[src/rtl/monopix_pkg.sv]
// Shared types and constants for the MONOPIX pixel matrix: readout word,
// configuration record and the reset/default values the top falls back to.
package monopix_pkg;

    localparam int MAX_NCOL  = 64;
    localparam int MAX_NROW  = 512;
    localparam int BCID_BITS = 6;
    localparam int DATA_BITS = 27;

    typedef struct packed {
        logic [5:0] col;
        logic [5:0] te;
        logic [5:0] le;
        logic [8:0] row;
    } t_data;

    // Sized for the largest matrix; columns/rows beyond NCOL/NROW are don't-care.
    typedef struct packed {
        logic                en_test_pattern;
        logic                en_readout;
        logic [MAX_NCOL-1:0] mask_col;
        logic [MAX_NROW-1:0] mask_row;
        logic [MAX_NCOL-1:0] col_pulse_sel;
        logic [MAX_NROW-1:0] inj_row;
    } t_conf;

    localparam t_conf CONF_DEFAULT = '{
        en_test_pattern: 1'b0,
        en_readout:      1'b1,
        mask_col:        '1,
        mask_row:        '1,
        col_pulse_sel:   '0,
        inj_row:         '0
    };

    localparam t_data TEST_PATTERN = t_data'(27'h5555555);

    function automatic logic [BCID_BITS-1:0] bin2gray(input logic [BCID_BITS-1:0] b);
        return b ^ (b >> 1);
    endfunction

endpackage

[src/rtl/monopix_if.sv]
// Pad-level configuration and readout signals between the chip and its
// external controller.
interface monopix_if;

    logic DEF_CONF_PAD;
    logic LD_CONF_PAD;
    logic SI_CONF_PAD;
    logic CONF_SHIFT_EN_PAD;
    logic SO_CONF_PAD;
    logic FREEZE_PAD;
    logic READ_PAD;
    logic TOKEN_PAD;
    logic OUT_PAD;

    modport master (
        output DEF_CONF_PAD, LD_CONF_PAD, SI_CONF_PAD, CONF_SHIFT_EN_PAD,
        output FREEZE_PAD, READ_PAD,
        input  SO_CONF_PAD, TOKEN_PAD, OUT_PAD
    );

    modport slave (
        input  DEF_CONF_PAD, LD_CONF_PAD, SI_CONF_PAD, CONF_SHIFT_EN_PAD,
        input  FREEZE_PAD, READ_PAD,
        output SO_CONF_PAD, TOKEN_PAD, OUT_PAD
    );

endinterface

[src/rtl/monopix_pixel.sv]
// One pixel: registers its effective hit, timestamps leading/trailing edges
// with the gray-coded BCID and holds the result until the readout clears it.
module monopix_pixel
    import monopix_pkg::*;
(
    input  logic                 clk_bx,
    input  logic                 reset_n,
    input  logic                 hit,
    input  logic                 freeze,
    input  logic [BCID_BITS-1:0] gray,
    input  logic                 clear,
    output logic                 pending,
    output logic [BCID_BITS-1:0] le,
    output logic [BCID_BITS-1:0] te
);

    logic h;
    // Set only by a leading edge seen while live, so a pulse whose start was
    // frozen out cannot complete with a stale LE.
    logic armed;

    always_ff @(posedge clk_bx or negedge reset_n) begin
        if (!reset_n) begin
            h       <= 1'b0;
            armed   <= 1'b0;
            pending <= 1'b0;
            le      <= '0;
            te      <= '0;
        end else begin
            h <= hit;
            if (clear) begin
                pending <= 1'b0;
            end else if (!freeze && !pending) begin
                if (hit && !h) begin
                    le    <= gray;
                    armed <= 1'b1;
                end else if (!hit && h && armed) begin
                    te      <= gray;
                    pending <= 1'b1;
                    armed   <= 1'b0;
                end
            end
        end
    end

endmodule

[src/rtl/monopix.sv]
// MONOPIX top: configuration shift/latch, BCID counter, pixel matrix,
// priority readout select and the 27-bit serializer.
module monopix
    import monopix_pkg::*;
#(
    parameter int NCOL = 4,
    parameter int NROW = 8
) (
    input  logic                 CLK_BX_PAD,
    input  logic                 RST_N_PAD,
    input  logic                 RESET_BCID_PAD,
    input  logic [NCOL*NROW-1:0] ANA_HIT,
    input  logic                 PULSE_PAD,
    output logic                 HIT_OR_PAD,
    monopix_if.slave             pads
);

    localparam int CONF_BITS = 2 + 2*NCOL + 2*NROW;
    localparam int NPIX      = NCOL * NROW;

    logic [CONF_BITS-1:0] conf_sr;
    t_conf                sr_conf;
    t_conf                conf_lat;
    t_conf                conf_eff;
    logic                 unused_conf;

    logic [BCID_BITS-1:0] bcid;
    logic [BCID_BITS-1:0] gray;

    logic [NPIX-1:0]      hit_eff;
    logic [NPIX-1:0]      pending;
    logic [NPIX-1:0]      sel_onehot;
    logic [NPIX-1:0]      pix_clear;
    logic [BCID_BITS-1:0] pix_le [NPIX];
    logic [BCID_BITS-1:0] pix_te [NPIX];

    logic                 sel_found;
    t_data                sel_word;
    logic                 read_q;
    logic                 read_edge;
    logic [DATA_BITS-1:0] ser;
    logic                 token_q;

    always_ff @(posedge CLK_BX_PAD or negedge RST_N_PAD) begin
        if (!RST_N_PAD) begin
            conf_sr <= '0;
        end else if (pads.CONF_SHIFT_EN_PAD) begin
            conf_sr <= {conf_sr[CONF_BITS-2:0], pads.SI_CONF_PAD};
        end
    end

    assign pads.SO_CONF_PAD = conf_sr[CONF_BITS-1];

    // Shift register layout, MSB first: tp, readout, mask_col, mask_row, pulse_sel, inj_row.
    always_comb begin
        sr_conf                 = '0;
        sr_conf.en_test_pattern = conf_sr[CONF_BITS-1];
        sr_conf.en_readout      = conf_sr[CONF_BITS-2];
        for (int c = 0; c < NCOL; c++) begin
            sr_conf.mask_col[c]      = conf_sr[2*NROW + NCOL + c];
            sr_conf.col_pulse_sel[c] = conf_sr[NROW + c];
        end
        for (int r = 0; r < NROW; r++) begin
            sr_conf.mask_row[r] = conf_sr[NROW + NCOL + r];
            sr_conf.inj_row[r]  = conf_sr[r];
        end
    end

    always_ff @(posedge CLK_BX_PAD or negedge RST_N_PAD) begin
        if (!RST_N_PAD) begin
            conf_lat <= CONF_DEFAULT;
        end else if (pads.LD_CONF_PAD) begin
            conf_lat <= sr_conf;
        end
    end

    assign conf_eff    = pads.DEF_CONF_PAD ? CONF_DEFAULT : conf_lat;
    assign unused_conf = ^conf_eff;

    always_ff @(posedge CLK_BX_PAD or negedge RST_N_PAD) begin
        if (!RST_N_PAD) begin
            bcid <= '0;
        end else if (RESET_BCID_PAD) begin
            bcid <= '0;
        end else begin
            bcid <= bcid + 1'b1;
        end
    end

    assign gray = bin2gray(bcid);

    always_comb begin
        hit_eff = '0;
        for (int c = 0; c < NCOL; c++) begin
            for (int r = 0; r < NROW; r++) begin
                hit_eff[c*NROW + r] = (ANA_HIT[c*NROW + r]
                                       | (PULSE_PAD & conf_eff.col_pulse_sel[c] & conf_eff.inj_row[r]))
                                      & conf_eff.mask_col[c] & conf_eff.mask_row[r];
            end
        end
    end

    for (genvar p = 0; p < NPIX; p++) begin : g_pix
        monopix_pixel u_pixel (
            .clk_bx  (CLK_BX_PAD),
            .reset_n (RST_N_PAD),
            .hit     (hit_eff[p]),
            .freeze  (pads.FREEZE_PAD),
            .gray    (gray),
            .clear   (pix_clear[p]),
            .pending (pending[p]),
            .le      (pix_le[p]),
            .te      (pix_te[p])
        );
    end

    // Lowest column wins, then lowest row: first hit in column-major order.
    always_comb begin
        sel_found  = 1'b0;
        sel_onehot = '0;
        sel_word   = '0;
        for (int c = 0; c < NCOL; c++) begin
            for (int r = 0; r < NROW; r++) begin
                if (!sel_found && pending[c*NROW + r]) begin
                    sel_found                = 1'b1;
                    sel_onehot[c*NROW + r]   = 1'b1;
                    sel_word.col             = 6'(c);
                    sel_word.row             = 9'(r);
                    sel_word.le              = pix_le[c*NROW + r];
                    sel_word.te              = pix_te[c*NROW + r];
                end
            end
        end
    end

    assign read_edge = pads.READ_PAD & ~read_q;
    assign pix_clear = sel_onehot & {NPIX{read_edge & ~conf_eff.en_test_pattern}};

    always_ff @(posedge CLK_BX_PAD or negedge RST_N_PAD) begin
        if (!RST_N_PAD) begin
            read_q     <= 1'b0;
            ser        <= '0;
            token_q    <= 1'b0;
            HIT_OR_PAD <= 1'b0;
        end else begin
            read_q     <= pads.READ_PAD;
            token_q    <= (|pending) & conf_eff.en_readout;
            HIT_OR_PAD <= |hit_eff;
            if (read_edge) begin
                if (conf_eff.en_test_pattern) begin
                    ser <= TEST_PATTERN;
                end else if (sel_found) begin
                    ser <= sel_word;
                end else begin
                    ser <= '0;
                end
            end else begin
                ser <= {ser[DATA_BITS-2:0], 1'b0};
            end
        end
    end

    assign pads.TOKEN_PAD = token_q;
    assign pads.OUT_PAD   = ser[DATA_BITS-1];

endmodule

[src/flat_wrapper.sv]
// flat-port wrapper written by rule: the top's interface ports become plain ports
module monopix_flat import monopix_pkg::*;
#(
    parameter int NCOL = 4,
    parameter int NROW = 8
)
  (CLK_BX_PAD, RST_N_PAD, RESET_BCID_PAD, ANA_HIT, PULSE_PAD, HIT_OR_PAD, pads_DEF_CONF_PAD, pads_LD_CONF_PAD, pads_SI_CONF_PAD, pads_CONF_SHIFT_EN_PAD, pads_FREEZE_PAD, pads_READ_PAD, pads_SO_CONF_PAD, pads_TOKEN_PAD, pads_OUT_PAD);
  monopix_if pads_i ();
  input  logic CLK_BX_PAD;
  input  logic RST_N_PAD;
  input  logic RESET_BCID_PAD;
  input  logic [NCOL*NROW-1:0] ANA_HIT;
  input  logic PULSE_PAD;
  output logic HIT_OR_PAD;
  input wire logic [$bits(pads_i.DEF_CONF_PAD)-1:0] pads_DEF_CONF_PAD;
  input wire logic [$bits(pads_i.LD_CONF_PAD)-1:0] pads_LD_CONF_PAD;
  input wire logic [$bits(pads_i.SI_CONF_PAD)-1:0] pads_SI_CONF_PAD;
  input wire logic [$bits(pads_i.CONF_SHIFT_EN_PAD)-1:0] pads_CONF_SHIFT_EN_PAD;
  input wire logic [$bits(pads_i.FREEZE_PAD)-1:0] pads_FREEZE_PAD;
  input wire logic [$bits(pads_i.READ_PAD)-1:0] pads_READ_PAD;
  output wire logic [$bits(pads_i.SO_CONF_PAD)-1:0] pads_SO_CONF_PAD;
  output wire logic [$bits(pads_i.TOKEN_PAD)-1:0] pads_TOKEN_PAD;
  output wire logic [$bits(pads_i.OUT_PAD)-1:0] pads_OUT_PAD;
  assign pads_i.DEF_CONF_PAD = pads_DEF_CONF_PAD;
  assign pads_i.LD_CONF_PAD = pads_LD_CONF_PAD;
  assign pads_i.SI_CONF_PAD = pads_SI_CONF_PAD;
  assign pads_i.CONF_SHIFT_EN_PAD = pads_CONF_SHIFT_EN_PAD;
  assign pads_i.FREEZE_PAD = pads_FREEZE_PAD;
  assign pads_i.READ_PAD = pads_READ_PAD;
  assign pads_SO_CONF_PAD = pads_i.SO_CONF_PAD;
  assign pads_TOKEN_PAD = pads_i.TOKEN_PAD;
  assign pads_OUT_PAD = pads_i.OUT_PAD;
  monopix #(.NCOL(NCOL), .NROW(NROW)) u_core (.CLK_BX_PAD(CLK_BX_PAD), .RST_N_PAD(RST_N_PAD), .RESET_BCID_PAD(RESET_BCID_PAD), .ANA_HIT(ANA_HIT), .PULSE_PAD(PULSE_PAD), .HIT_OR_PAD(HIT_OR_PAD), .pads(pads_i));
endmodule
[config.mk]
export PLATFORM = sky130hd
export DESIGN_NAME = monopix_flat
export DESIGN_NICKNAME = d
export VERILOG_FILES = /design/src/rtl/monopix_pkg.sv /design/src/rtl/monopix_if.sv /design/src/rtl/monopix_pixel.sv /design/src/rtl/monopix.sv /design/src/flat_wrapper.sv
export SDC_FILE = /design/constraint.sdc
export NUM_CORES = 1
export LEC_CHECK = 0
export BUFFER_PORTS_ARGS = -buffer_cell sky130_fd_sc_hd__buf_2
export CORE_UTILIZATION = 51
export CTS_BUF_LIST = sky130_fd_sc_hd__clkbuf_4 sky130_fd_sc_hd__clkbuf_8
export CTS_CLUSTER_DIAMETER = 40
export CTS_CLUSTER_SIZE = 40
export DETAILED_ROUTE_END_ITERATION = 8
export GPL_TIMING_DRIVEN = 0
export PLACE_DENSITY = 0.67
export SYNTH_ARGS = -nofsm -noshare
export SYNTH_HDL_FRONTEND = slang
export SYNTH_SLANG_ARGS = --single-unit
[constraint.sdc]
create_clock -name CLK_BX_PAD -period 3.7 [get_ports CLK_BX_PAD]
set_clock_uncertainty 0.2 [all_clocks]
set_input_delay 0.74 -clock CLK_BX_PAD [delete_from_list [all_inputs] [get_ports CLK_BX_PAD]]
set_output_delay 0.74 -clock CLK_BX_PAD [all_outputs]
set_load 0.02 [all_outputs]
==> metrics.yaml <==
synth-edff-count: 0
grt.overflow.total: 0
cap_violations: 0
routed_wirelength_um: 97000
dp_hpwl_um: 69000
grt_pass1_vias: 21400
max_freq_mhz: 264
finalSetupTns_ps: -509
violations: "setup timing"
drtPass1Iterations: 6
h-tree-depth: 3
worst_pin_slew_ps: 1410
finalCritPeriodShare: 1.02
netlist_instances: 2463
syn_nets: 2509
syn_area_um2: 26600
powerDensity_nw_per_um2: 740
routabilityCongestion: 0.979
ant_nets: 0
die_w_um: 230
fin_nets: 2659
path_class: "in2reg"
vias_per_cell: 6.51
maxSlewHeadroom: 0.0572
power_uw: 22400
dp_cells: 3191
n_fill_cell: 4413
yosys_warnings: 0
area_growth_pct: 14.0
numPortBuffers: 41
postSynthAreaPerCell_um2: 10.8
drt_iter0_drc: 2809
crit_path_start_kind: "input port"
yosysSeqAreaShare: 0.536
synthTopCellsByArea: "dfrtp_1, mux2_2, a21oi_1, nand2_1, o21ai_0"
ff_latch_area_um2: 14200
critPathMaxFanout: 10
worst_slack_ps: -82.7
p_leak_uw: 0.0138
die_area_um2: 53000
outcome: "complete, but fails checks"
clk_latency_ps: 710
grt_max_degree: 125
vias: 21900
hp-class: "in2reg"
arrival_ps: 4180
antenna_found_initial: 9
required_ps: 4100
synth_ff_type: "dfrtp_1"
fin_cells: 3371
yosysTopAreaCell: "dfrtp_1"
die_h_um: 230
peakVddDrop_mv: 0.398
drc_errors: 0
synth_seq_cells: 568
track_usage: 0.370
clkSlewWorstSetupHoldPaths_ps: 80
drive_gt1_frac: 0.268
core_area_um2: 51400
initial_core_util: 0.517
synth_common_cells: "dfrtp_1, mux2_2, nand2_1"
tritoncts: "done"
synth_most_common_cell: "dfrtp_1"
rsz0062_at_grt: "yes"
numCtsBuffers: 86
multiInputGateArea_um2: 11700
drv_slew: 0
hold_viol_final: 0
wire_per_inst_um: 28.8
grt_pass1_wl_um: 143000
cts_sinks: 568
cts.path.max_buffers: 3
ios: 46
root_buffer: "clkbuf_8"
end_kind: "register"
async_flop_share: 1.00
fin_crit_ps: 3780
synth_cell_types: 77
setup_violations: 13
synth_top_area_frac: 0.523
rows: 83
==> worst paths after layout <==
kind / depth (start not counted) / slack (ps) / from / end
hold / removal: 2 / 60 / RESET_BCID_PAD / u_core.bcid[4]
max in group asynchronous: 4 / 1560 / RST_N_PAD / u_core.g_pix[10].u_pixel.le[0]
min in group asynchronous: 2 / 260 / RST_N_PAD / u_core.ser[3]
hold reg to reg: 2 / 260 / u_core.ser[0] / u_core.ser[1]
setup / recovery: 6 / -80 / pads_FREEZE_PAD / u_core.g_pix[31].u_pixel.te[0]
setup reg to reg: 12 / 0 / u_core.g_pix[3].u_pixel.pending / u_core.ser[17]
==> layer usage <==
layer,part of all wire,vias up,GRT usage
li1,-,9243,-
met1,0.40,11100,0.499
met2,0.43,1208,0.540
met3,0.099,341,0.0945
met4,0.070,4,0.215
met5,0.00031,-,0
==> cells in the final DEF (no fill, tap or decap), types with 22 or more instances in the layout <==
cell      count
clkbuf_8     98
nor2_1      155
a21oi_1     209
or4_1        26
clkbuf_1    131
or2_2        25
nor3_1       28
o21ai_0     133
dfrtp_1     555
o221ai_1     22
o22ai_1      32
nand2_1     222
inv_1        77
mux2_2      371
nand4_1      24
buf_2        49
==> report_power, final <==
group	total [uW]	internal [uW]	switching (uW)
sequential	9230	7970	1270
combinational	7180	2610	4570
clock	6020	3030	2990
==> registers in the layout (all words and copies together) (netlist names) <==
signal / flops
u_core.ser: 27
u_core.conf_lat: 26
u_core.bcid: 6
u_core.g_pix.u_pixel.pending: 32
u_core.g_pix.u_pixel.h: 32
u_core.g_pix.u_pixel.armed: 32
u_core.conf_sr: 26
u_core.pads.TOKEN_PAD: 1
u_core.read_q: 1
u_core.g_pix.u_pixel.le: 192
u_core.g_pix.u_pixel.te: 192
u_core.HIT_OR_PAD: 1
==> area by class of cell <==
type,count,share of cell area
flip-flops and latches,568,0.470
repair buffers,64,0.0172
plain buffers,171,0.0230
inverters,79,0.00979
well taps,680,0.0281
clock inverters,58,0.0201
diodes,4,0.000330
multi-input cells,1643,0.386
clock buffers,104,0.0460
==> cells by family (layout without fill, tap and decap cells) <==
kind of cell / after synthesis / count (layout) / synth area share
other: 0 / 4 / 0
flip-flops: 568 / 568 / 0.536
buffers and inverters: 252 / 476 / 0.0363
XOR/XNOR: 5 / 5 / 0.00165
AO/OA/AOI/OAI: 612 / 612 / 0.144
adder cells (fa/ha/maj): 4 / 4 / 0.00188
AND/OR/NAND/NOR: 641 / 641 / 0.119
multiplexers: 381 / 381 / 0.161
==> critical path, stage by stage <==
cell             delay [ps]
clkbuf_1                730
clkbuf_1                670
clkdlybuf4s15_1        1060
nor2_1                   90
nand4_1                 460
mux2_2                  400
==> per-stage QoR <==
stage                     hold WS (ps)  utilization  area (um^2)  setup WS [ps]
after detailed placement           235        0.541        27800          -1050
after global placement             230        0.537        27600          -9860
after CTS                         24.4        0.585        30100           5.04
after global routing              65.3        0.589        30300          -29.2
final                             59.5        0.589        30300          -82.7
after floorplan                    223            -        26600            701
==> what timing repair did <==
action,in CTS,in global routing
hold buffers,2,0
buffers inserted,7,7
gates cloned,0,0
endpoints found under the hold margin,27,0
pin swaps,5,3
endpoints found under the setup margin,14,26
resized for setup,48,48
(Power assumes the default switching activity.)
